--- src/rtl/seq_detect_param_if.sv ---
// rtl/seq_detect_param_if.sv - serial stream, configuration and status bundle for seq_detect_param
//
// Ports carried (master drives, slave is the detector):
//   x, in_valid        serial bit and its qualifier
//   cfg_load           strobe latching pattern / pat_len / overlap
//   pattern, pat_len   right-aligned pattern and its length
//   overlap            1 = overlapping matches, 0 = non-overlapping
//   count_clr          synchronous clear of match_cnt
//   z                  registered one-cycle match pulse
//   match_cnt          saturating match count
//   cfg_err            one-cycle pulse on a rejected cfg_load
interface seq_detect_param_if #(
    parameter int MAX_LEN = 8,
    parameter int LEN_W   = 4,
    parameter int CNT_W   = 8
);
    logic               x;
    logic               in_valid;
    logic               cfg_load;
    logic [MAX_LEN-1:0] pattern;
    logic [LEN_W-1:0]   pat_len;
    logic               overlap;
    logic               count_clr;
    logic               z;
    logic [CNT_W-1:0]   match_cnt;
    logic               cfg_err;

    modport master (
        output x, in_valid, cfg_load, pattern, pat_len, overlap, count_clr,
        input  z, match_cnt, cfg_err
    );

    modport slave (
        input  x, in_valid, cfg_load, pattern, pat_len, overlap, count_clr,
        output z, match_cnt, cfg_err
    );
endinterface

--- src/rtl/seq_detect_param.sv ---
// rtl/seq_detect_param.sv - programmable serial bit-pattern detector with saturating match counter
//
// Ports:
//   clk   rising-edge clock
//   rst   asynchronous active-low reset
//   bus   seq_detect_param_if.slave: x/in_valid stream in, cfg_load/pattern/
//         pat_len/overlap configuration, count_clr, z/match_cnt/cfg_err out
module seq_detect_param #(
    parameter int                 MAX_LEN     = 8,
    parameter int                 LEN_W       = 4,
    parameter int                 CNT_W       = 8,
    parameter logic [MAX_LEN-1:0] RST_PATTERN = MAX_LEN'(8'b00010011),
    parameter logic [LEN_W-1:0]   RST_LEN     = LEN_W'(5),
    parameter logic               RST_OVERLAP = 1'b1
) (
    input  logic             clk,
    input  logic             rst,
    seq_detect_param_if.slave bus
);
    logic [MAX_LEN-1:0] hist;
    logic [LEN_W-1:0]   fill;
    logic [MAX_LEN-1:0] cfg_pat;
    logic [LEN_W-1:0]   cfg_len;
    logic               cfg_ovl;
    logic               z_q;
    logic [CNT_W-1:0]   cnt_q;
    logic               err_q;

    logic               accept;
    logic               cfg_ok;
    logic [MAX_LEN-1:0] hist_nxt;
    logic [LEN_W-1:0]   fill_nxt;
    logic [LEN_W:0]     fill_inc;
    logic [MAX_LEN-1:0] len_mask;
    logic [MAX_LEN:0]   diff;
    logic               match;
    logic               cnt_sat;

    assign accept   = bus.in_valid && !bus.cfg_load;
    assign cfg_ok   = (bus.pat_len != '0) && (int'(bus.pat_len) <= MAX_LEN);
    assign hist_nxt = {hist[MAX_LEN-2:0], bus.x};
    assign fill_inc = {1'b0, fill} + (LEN_W+1)'(1);
    assign fill_nxt = (fill == LEN_W'(MAX_LEN)) ? fill : fill + LEN_W'(1);
    assign cnt_sat  = &cnt_q;

    always_comb begin
        len_mask = '0;
        for (int i = 0; i < MAX_LEN; i++) begin
            len_mask[i] = (i < int'(cfg_len));
        end
    end

    // Compare the window as it will be after this bit shifts in. The extra top
    // bit is the one falling out of the history and is always masked off.
    assign diff  = ({hist, bus.x} ^ {1'b0, cfg_pat}) & {1'b0, len_mask};
    assign match = accept && (fill_inc >= {1'b0, cfg_len}) && (diff == '0);

    always_ff @(posedge clk or negedge rst) begin
        if (!rst) begin
            hist    <= '0;
            fill    <= '0;
            cfg_pat <= RST_PATTERN;
            cfg_len <= RST_LEN;
            cfg_ovl <= RST_OVERLAP;
            z_q     <= 1'b0;
            cnt_q   <= '0;
            err_q   <= 1'b0;
        end else begin
            z_q   <= 1'b0;
            err_q <= 1'b0;
            if (bus.cfg_load) begin
                // cfg_load takes priority; any bit presented this cycle is dropped
                if (cfg_ok) begin
                    cfg_pat <= bus.pattern;
                    cfg_len <= bus.pat_len;
                    cfg_ovl <= bus.overlap;
                    hist    <= '0;
                    fill    <= '0;
                end else begin
                    err_q <= 1'b1;
                end
            end else if (accept) begin
                hist <= hist_nxt;
                if (match) begin
                    z_q  <= 1'b1;
                    // non-overlap: force a full refill so no bit is reused
                    fill <= cfg_ovl ? fill_nxt : '0;
                end else begin
                    fill <= fill_nxt;
                end
            end

            if (bus.count_clr) begin
                cnt_q <= match ? CNT_W'(1) : '0;
            end else if (match && !cnt_sat) begin
                cnt_q <= cnt_q + CNT_W'(1);
            end
        end
    end

    assign bus.z         = z_q;
    assign bus.match_cnt = cnt_q;
    assign bus.cfg_err   = err_q;
endmodule

--- src/flat_wrapper.sv ---
// flat-port wrapper written by rule: the top's interface ports become plain ports
module seq_detect_param_flat 
#(
    parameter int                 MAX_LEN     = 8,
    parameter int                 LEN_W       = 4,
    parameter int                 CNT_W       = 8,
    parameter logic [MAX_LEN-1:0] RST_PATTERN = MAX_LEN'(8'b00010011),
    parameter logic [LEN_W-1:0]   RST_LEN     = LEN_W'(5),
    parameter logic               RST_OVERLAP = 1'b1
)
  (clk, rst, bus_x, bus_in_valid, bus_cfg_load, bus_pattern, bus_pat_len, bus_overlap, bus_count_clr, bus_z, bus_match_cnt, bus_cfg_err);
  seq_detect_param_if #(.MAX_LEN(MAX_LEN), .LEN_W(LEN_W), .CNT_W(CNT_W)) bus_i ();
  input  logic clk;
  input  logic rst;
  input wire logic [$bits(bus_i.x)-1:0] bus_x;
  input wire logic [$bits(bus_i.in_valid)-1:0] bus_in_valid;
  input wire logic [$bits(bus_i.cfg_load)-1:0] bus_cfg_load;
  input wire logic [$bits(bus_i.pattern)-1:0] bus_pattern;
  input wire logic [$bits(bus_i.pat_len)-1:0] bus_pat_len;
  input wire logic [$bits(bus_i.overlap)-1:0] bus_overlap;
  input wire logic [$bits(bus_i.count_clr)-1:0] bus_count_clr;
  output wire logic [$bits(bus_i.z)-1:0] bus_z;
  output wire logic [$bits(bus_i.match_cnt)-1:0] bus_match_cnt;
  output wire logic [$bits(bus_i.cfg_err)-1:0] bus_cfg_err;
  assign bus_i.x = bus_x;
  assign bus_i.in_valid = bus_in_valid;
  assign bus_i.cfg_load = bus_cfg_load;
  assign bus_i.pattern = bus_pattern;
  assign bus_i.pat_len = bus_pat_len;
  assign bus_i.overlap = bus_overlap;
  assign bus_i.count_clr = bus_count_clr;
  assign bus_z = bus_i.z;
  assign bus_match_cnt = bus_i.match_cnt;
  assign bus_cfg_err = bus_i.cfg_err;
  seq_detect_param #(.MAX_LEN(MAX_LEN), .LEN_W(LEN_W), .CNT_W(CNT_W), .RST_PATTERN(RST_PATTERN), .RST_LEN(RST_LEN), .RST_OVERLAP(RST_OVERLAP)) u_core (.clk(clk), .rst(rst), .bus(bus_i));
endmodule
--- config.mk ---
export PLATFORM = sky130hd
export DESIGN_NAME = seq_detect_param_flat
export DESIGN_NICKNAME = d
export VERILOG_FILES = /design/src/rtl/seq_detect_param_if.sv /design/src/rtl/seq_detect_param.sv /design/src/flat_wrapper.sv
export SDC_FILE = /design/constraint.sdc
export NUM_CORES = 1
export LEC_CHECK = 0
export CAP_MARGIN = 15
export CORE_MARGIN = 2
export CORE_UTILIZATION = 48
export DETAILED_ROUTE_END_ITERATION = 10
export PLACE_DENSITY_LB_ADDON = 0.25
export SYNTH_ARGS = -nofsm -noshare
export SYNTH_HDL_FRONTEND = slang
export SYNTH_SLANG_ARGS = --single-unit
--- constraint.sdc ---
create_clock -name clk -period 2.6 [get_ports clk]
set_input_delay 0.78 -clock clk [delete_from_list [all_inputs] [get_ports clk]]
set_output_delay 0.78 -clock clk [all_outputs]
set_load 0.03 [all_outputs]
### After elaboration in Yosys (flattened, before gate mapping)

Cells that the tools add are included.

* flip-flop bits (word level): 35
* logic and storage cells: 56
* output and inout bits: 10
* input bits: 19

* equality and inequality tests: 2
* bitwise gates (word level): 2
* muxes and demuxes: 17
* order comparisons: 10
* add/sub/neg operators: 3
* reductions and logical operators: 14

Operator list (number)
* $mux W8: 5
* $mux W4: 6
* $lt A3 B4 Y1 const A: 4
* $and A9 B8 Y9: 1
* $logic_not A9 Y1: 1
* $xor A9 B8 Y9: 1
* $add A8 B1 Y8 const B: 1
* $lt A1 B4 Y1 const A: 2
* $lt A2 B4 Y1 const A: 2
* $reduce_and A8 Y1: 1
* $mux W1: 6
* $add A4 B1 Y5 const B: 1
* $ge A5 B4 Y1: 1
* $logic_and A1 B1 Y1: 5
* $add A4 B1 Y4 const B: 1
* $eq A4 B4 Y1 const B: 1
* $le A4 B4 Y1 const B: 1
* $reduce_and A2 Y1: 2
* $reduce_bool A2 Y1: 2
* $reduce_bool A4 Y1: 1
* $logic_not A1 Y1: 2
* $ne A2 B1 Y1 const B: 1

### Logic depth before layout (Yosys ltp)

Gate-level depths: netlist (run 1).

* depth in word-level cells: 7
* mapped depth: 9

### Worst setup path before layout (run 1)

OpenSTA, ideal clock, no wires.

* path kind: reg2reg
* start point: register u_core.fill[0]
* end point: register u_core.cnt_q[3] (netlist: u_core.bus.match_cnt[3])
* arrival time: 2.576 ns
* path slack: -0.101 ns
* cell stages (with the launch flop): 10
* setup time: 0.125 ns
* period minus slack after synthesis: 2.701 ns
* buffers on the path: 1
* path through: dfrtp_1 > ha_1 > xor2_1 > ha_1 > o21ai_0 > o21a_1 > or4_1 > clkbuf_1 > nor4_1 > mux2_2

* longest elaborated chain between the ends: 6

RTL lines
* start: declaration: RTL line seq_detect_param.sv:21 `logic [LEN_W-1:0] fill;`
* start signal: assignment: RTL line seq_detect_param.sv:87 `fill <= cfg_ovl ? fill_nxt : '0;`
* start signal: assignment: RTL line seq_detect_param.sv:89 `fill <= fill_nxt;`
* $add A4 B1 Y5: RTL line seq_detect_param.sv:42 `assign fill_inc = {1'b0, fill} + (LEN_W+1)'(1);`
* $ge A5 B4 Y1: RTL line seq_detect_param.sv:56 `assign match = accept && (fill_inc >= {1'b0, cfg_len}) && (diff == '0);`
* $logic_and A1 B1 Y1 (2 in a row): RTL line seq_detect_param.sv:56
* $logic_and A1 B1 Y1: RTL line seq_detect_param.sv:95 `end else if (match && !cnt_sat) begin`
* $reduce_bool A2 Y1 (no source line)
* end signal: assignment: RTL line seq_detect_param.sv:94 `cnt_q <= match ? CNT_W'(1) : '0;`
* end signal: assignment: RTL line seq_detect_param.sv:96 `cnt_q <= cnt_q + CNT_W'(1);`
* end: declaration: RTL line seq_detect_param.sv:26 `logic [CNT_W-1:0] cnt_q;`

No other way between the ends.
A chain may end at the register's enable or synchronous reset.

### Worst setup path in the final report (run 1)

* start point: register u_core.fill[0]
* end point: register u_core.cnt_q[5] (netlist: u_core.bus.match_cnt[5])

The elaborated chain is that of the path after synthesis.

==> results of run 1 <==
-- routing by layer --
metal | wire length, microns | vias to the layer above
li1 | - | 742
met1 | 1759 | 722
met2 | 1945 | 44
met3 | 206 | 2
met4 | 8 | 0
met5 | 0 | -
-- kinds of logic (layout without fill, tap and decap cells) --
family | after synthesis | after routing | share of synthesized area
compound gates | 39 | 39 | 0.1294
xor+xnor | 11 | 11 | 0.05189
fa+ha+maj | 7 | 7 | 0.04717
buf+inv | 15 | 56 | 0.03033
flops | 34 | 34 | 0.4623
mux | 14 | 14 | 0.08356
simple gates | 65 | 65 | 0.1954
-- timing repair --
item                                   in CTS  in global routing
hold buffers                                0                  0
pin swaps                                   4                  1
setup endpoints to repair                  10                  5
endpoints found under the hold margin       0                  0
resized for setup                           8                  3
setup buffers                               1                  0
-- critical path, stage by stage (launching register included) --
cell and delay [ps]:
dfrtp_1 400, ha_1 240, xor2_1 160, ha_1 270, o21ai_0 70, o21a_1 180
or4_4 490, o41ai_1 410, a21oi_1 110
-- flip-flops by register name, summed over array words and instances (netlist names) --
name / flops
u_core.bus.match_cnt: 8
u_core.cfg_pat: 8
u_core.hist: 7
u_core.cfg_len: 4
u_core.fill: 4
u_core.bus.cfg_err: 1
u_core.bus.z: 1
u_core.cfg_ovl: 1
-- placed cells by master, fill, tap and decap left out, types with 2 or more instances in the layout --
master and count:
xor2_1 4, bufinv_16 2, clkbuf_8 5, dfrtp_1 28
buf_4 11, inv_1 8, a31oi_1 3, mux2i_1 2
a21oi_1 5, dlygate4sd2_1 3, nor2b_1 2, ha_1 7
nor4_1 2, or4b_1 2, and3_1 2, mux2_2 12
o41ai_1 4, nand2_1 23, xnor2_1 7, nor2_1 8
o21ai_0 16, nor4_2 2, o22ai_1 2, nor3_1 3
dfstp_2 6, nand2b_1 4, clkdlybuf4s50_1 25, o21a_1 2
nor4_4 2, nand3_1 7
-- metrics by stage --
step | setup slack, ps | hold WS (ps) | setup TNS (ps)
2_1_floorplan | -1.656 | 484.4 | -3.304
3_3_place_gp | -457.1 | 512.0 | -4179
3_5_place_dp | -525.0 | 518.0 | -4362
4_1_cts | 17.23 | 536.2 | 0
5_1_grt | 6.531 | 574.2 | 0
6_report | 124.1 | 532.0 | 0
-- final cells by class --
cell class	instances	area, sq um
clock buffers	5	68.82
well taps	48	60.06
inverters	8	30.03
multi-input cells	136	989.7
repair buffers	40	379.1
flip-flops and latches	34	858.3
clock inverters	3	68.82
fillers	310	1234
-- power by group through the flow --
stage	Sequential (W)	Clock, W	Combinational [W]
final	0.000650	0.000578	0.000357
after detailed placement	0.000658	0	0.000346
after CTS	0.000649	0.000591	0.000357
after global routing	0.000659	0.000616	0.000396
after floorplan	0.000653	0	0.000203
after global placement	0.000655	0	0.000335
-- worst paths after layout --
kind                                     start                      end  slack (ps)  cells after the start
max in group asynchronous                  rst        u_core.cfg_pat[1]        1360                      2
worst min register to register  u_core.hist[3]           u_core.hist[4]         530                      2
min in group asynchronous                  rst       u_core.bus.cfg_err         900                      2
worst max register to register  u_core.fill[0]  u_core.bus.match_cnt[5]         120                      8
worst max-delay path            u_core.fill[0]  u_core.bus.match_cnt[5]         120                      8
worst min-delay path            u_core.hist[3]           u_core.hist[4]         530                      2
==> results.json, run 1 <==
{
  "start_util": 0.5034,
  "cts_buffer_depth": 2,
  "power.switching_w": 0.0004230,
  "place_congestion": 0.7759,
  "viasPerCell": 5.511,
  "endpoint_kind": "flip-flop",
  "antenna_found_initial": 0,
  "crit_type": "flip-flop to flip-flop",
  "p_leak_nw": 0.9980,
  "vias": 1510,
  "synth_edf_count": 0,
  "cts_buffers": 5,
  "synth-seq-cells": 34,
  "core-area_sq_um": 3689,
  "hold_violations": 0,
  "clkPwrFrac": 0.365,
  "grt_busiest_layer": "met2",
  "p_int_w": 0.001161,
  "swShare": 0.2670,
  "wl_per_cell_microns": 14.31,
  "dpl.cell_count": 265,
  "startpoint_type": "flip-flop",
  "syn_area_per_cell_sq_um": 10.04,
  "max_cap_viol_count": 0,
  "routed_wl_microns": 3921,
  "die_w_microns": 66.20,
  "met1_usage": 0.2591,
  "rsz0062_at_grt": "no",
  "yosysMostFrequentCell": "dfrtp_1",
  "path_clk_slew_ps": 70,
  "drc": 0,
  "cp.required_ps": 2750,
  "fin_crit_sh": 0.9523,
  "met2_usage": 0.3375,
  "clockRootBuffer": "clkbuf_8",
  "status": "finished, final reports clean",
  "numClockSinks": 34,
  "io_pins": 29,
  "h-tree-depth": 2,
  "slew_violations": 0,
  "max_freq_mhz": 403.9,
  "synth_area_sq_um": 1857,
  "finalClockSkew_ps": 7.605,
  "ir_drop_mv": 0.4555,
  "yosys.area.top_type_share": 0.3774,
  "hpwl_microns": 2871,
  "tightest_slew_ps": 724.0,
  "drt_iter0_drc": 137,
  "ys.flop_type": "dfrtp_1",
  "grt_overflow": 0,
  "grt_pass1_vias": 1525,
  "die_area_sq_um": 4382,
  "place_area_sq_um": 2266,
  "yosys.area.top_type": "dfrtp_1",
  "synth_common_cells": "dfrtp_1 (28), nand2_1 (23), o21ai_0 (16), mux2_2 (12)",
  "crit_arrival_ps": 2620,
  "seq_area_frac_synth": 0.4623,
  "first_pass_iters": 4,
  "grtUsageTotal": 0.1995,
  "seqPwrFrac": 0.410,
  "crit_fanout": 6,
  "antenna_left": 0,
  "ys_types": 38,
  "drive_above_1_share": 0.2124,
  "yosys-top-cells-area": "dfrtp_1 (38%), dfstp_2 (8.5%), mux2_2 (7.3%)",
  "final_area_sq_um": 2455,
  "postSynthNetCount": 211,
  "die_h_microns": 66.20,
  "fin_util": 0.6655,
  "area_delta_synth_final_pct": 32.21,
  "p_total_w": 0.001584,
  "pwr-share-comb": 0.225,
  "num_rows": 22,
  "use_met3": 0.04940,
  "yosysWarnings": 0,
  "grt_first_pass_wirelength_microns": 6720,
  "timing.slew.headroom": 0.5156,
  "grt_max_degree": 35,
  "pwr_density_cell_nw_per_um2": 645.4,
  "diodes": 0,
  "min_path_type": "flip-flop to flip-flop",
  "min_period_ps": 2476,
  "cts_tree": "done",
  "async_flop_share": 1.000,
  "setup_violations": 0,
  "numPortBuffers": 28,
  "stdcell_count": 274,
  "synth_cells": 185,
  "clk_latency_ps": 280,
  "finalNetCount": 251
}
No activity file was read; power rests on OpenSTA's default activity.
==> inputs of run 2 (changes only) <==
--- a/config.mk
+++ b/config.mk
@@ -6,6 +6,7 @@
 export NUM_CORES = 1
 export LEC_CHECK = 0
 export CAP_MARGIN = 15
+export CORE_ASPECT_RATIO = 0.75
 export CORE_MARGIN = 2
 export CORE_UTILIZATION = 48
 export DETAILED_ROUTE_END_ITERATION = 10
==> results.json, run 2 (synthesis results as in run 1) <==
{
  "reg2reg_to": "u_core.bus.match_cnt[3]",
  "crit_arrival_ps": 2670,
  "cp.required_ps": 2770,
  "start_util": 0.5039,
  "slowest_stage": "or4_4",
  "grt_first_pass_wirelength_microns": 7431,
  "worstReg2RegStart": "u_core.fill[0]",
  "max_cap_viol_count": 0,
  "num_rows": 19,
  "path_clk_slew_ps": 70,
  "p_leak_nw": 1.008,
  "max_freq_mhz": 400.3,
  "ctsHoldBuffers": 0,
  "hold_violations": 0,
  "grt_pass1_vias": 1574,
  "numClockSinks": 34,
  "ir_drop_mv": 0.4449,
  "startpoint_type": "flip-flop",
  "min_path_type": "flip-flop to flip-flop",
  "grtUsageTotal": 0.2308,
  "timing.slew.headroom": 0.5111,
  "drc": 0,
  "die_area_sq_um": 4387,
  "wl_per_cell_microns": 15.47,
  "cts_tree": "done",
  "grt_max_degree": 35,
  "antenna_left": 0,
  "seqPwrFrac": 0.434,
  "h-tree-depth": 2,
  "fin_crit_sh": 0.9608,
  "pwr-share-comb": 0.248,
  "io_pins": 29,
  "grt_overflow": 0,
  "antenna_found_initial": 0,
  "cp-startpoint": "u_core.fill[0]",
  "crit_fanout": 6,
  "mostFrequentLayoutCells": "dfrtp_1 (28), clkdlybuf4s50_1 (25), nand2_1 (23)",
  "numPortBuffers": 28,
  "status": "finished, final reports clean",
  "clockRootBuffer": "clkbuf_8",
  "die_w_microns": 75.82,
  "cp.depth": 8,
  "drive_above_1_share": 0.2208,
  "rrSetupSlack_ps": 100,
  "core-area_sq_um": 3685,
  "diodes": 0,
  "crit_buf_inv": 0,
  "pwr_density_cell_nw_per_um2": 608.0,
  "first_pass_iters": 4,
  "setup_slack_ps": 101.8,
  "crit_end": "u_core.bus.match_cnt[3]",
  "drt_iter0_drc": 218,
  "r2r_cells": 8,
  "cts_buffers": 5,
  "cts_buffer_depth": 2,
  "crit_chain": "ha_2 > xor2_1 > ha_1 > o21ai_0 > o21a_1 > or4_4 > nor4_4 > mux2_2",
  "slowest_delay_ps": 500,
  "crit_family": "simple AND/OR/NAND/NOR gates",
  "area_delta_synth_final_pct": 33.29,
  "routed_wl_microns": 4379,
  "slew_violations": 0,
  "fillCellCount": 287,
  "crit_type": "flip-flop to flip-flop",
  "finalNetCount": 256,
  "layout_commonest_cell": "dfrtp_1",
  "tightest_slew_ps": 730.7,
  "clkPwrFrac": 0.318,
  "hpwl_microns": 3056,
  "finalSetupTns_ps": 0,
  "endpoint_kind": "flip-flop",
  "p_int_w": 0.001069,
  "setup_violations": 0,
  "fin_util": 0.6716,
  "clk_latency_ps": 290,
  "finalClockSkew_ps": 4.288,
  "vias": 1575,
  "min_period_ps": 2498,
  "viasPerCell": 5.565,
  "place_ws_ps": -490.6,
  "place_congestion": 0.9239,
  "power.switching_w": 0.0004355,
  "p_total_w": 0.001505,
  "swShare": 0.2894,
  "die_h_microns": 57.87
}
-- run 2: worst reg2reg max path: cells and delay by family, from the launching register on --
family | cells | cell delay [ps]
compound gates | 2 | 270
xor+xnor | 1 | 160
fa+ha+maj | 2 | 500
flops | 1 | 410
mux | 1 | 360
simple gates | 2 | 680
-- run 2: what timing repair did --
item,4_1_cts,5_1_grt
buffers inserted,2,0
setup endpoints to repair,7,7
pin swaps,4,1
gates resized for setup,10,3
-- run 2: power groups by stage --
| stage | sequential, W | combinational, W | clock [W] |
|---|---|---|---|
| after CTS | 0.000651 | 0.000368 | 0.000488 |
| after global placement | 0.000655 | 0.000339 | 0 |
| final | 0.000653 | 0.000373 | 0.000478 |
| after global routing | 0.000662 | 0.000411 | 0.000510 |
| after floorplan | 0.000653 | 0.000203 | 0 |
| after detailed placement | 0.000660 | 0.000353 | 0 |
-- run 2: worst min-delay path by stage --
stage,start,endpoint,slack [ps],depth (start not counted)
3_5_place_dp,u_core.hist[1],u_core.hist[2],530,2
4_1_cts,u_core.hist[1],u_core.hist[2],540,2
5_1_grt,u_core.cfg_pat[3],u_core.cfg_pat[3],560,1
2_1_floorplan,rst,u_core.bus.cfg_err,480,0
6_report,u_core.cfg_pat[3],u_core.cfg_pat[3],540,1
3_3_place_gp,u_core.hist[3],u_core.hist[4],510,2
-- run 2: per-layer routing --
metal | routed length (microns) | GRT usage
met3 | 272 | 0.05217
met4 | 106 | 0.1203
met1 | 1982 | 0.3206
met2 | 2019 | 0.3362
met5 | 0 | 0
-- run 2: layout make-up --
type	instances	area, sq um	share of cell area
sequential	34	858.3	0.3468
tap	52	65.06	0.02629
multi-input combinational	136	994.7	0.4019
clock buffer	7	76.32	0.03084
timing repair buffer	45	420.4	0.1699
inverter	8	30.03	0.01213
clock inverter	1	30.03	0.01213
-- run 2: per-stage QoR --
step | cell area [sq um] | hold slack, ps | cells
global placement | 2301 | 506.2 | 273
finish | 2475 | 538.7 | 283
detailed placement | 2301 | 528.9 | 273
CTS | 2460 | 544.8 | 283
global route | 2475 | 561.4 | 283
floorplan | 1858 | 484.4 | 185
==> inputs of run 3 (changes only) <==
--- a/config.mk
+++ b/config.mk
@@ -5,11 +5,12 @@
 export SDC_FILE = /design/constraint.sdc
 export NUM_CORES = 1
 export LEC_CHECK = 0
-export CAP_MARGIN = 15
+export CAP_MARGIN = 25
 export CORE_ASPECT_RATIO = 0.75
 export CORE_MARGIN = 2
 export CORE_UTILIZATION = 48
 export DETAILED_ROUTE_END_ITERATION = 10
+export GPL_TIMING_DRIVEN = 1
 export PLACE_DENSITY_LB_ADDON = 0.25
 export SYNTH_ARGS = -nofsm -noshare
 export SYNTH_HDL_FRONTEND = slang
==> results of run 3 <==
The final DEF is identical to that of run 2; final timing and power are the same.
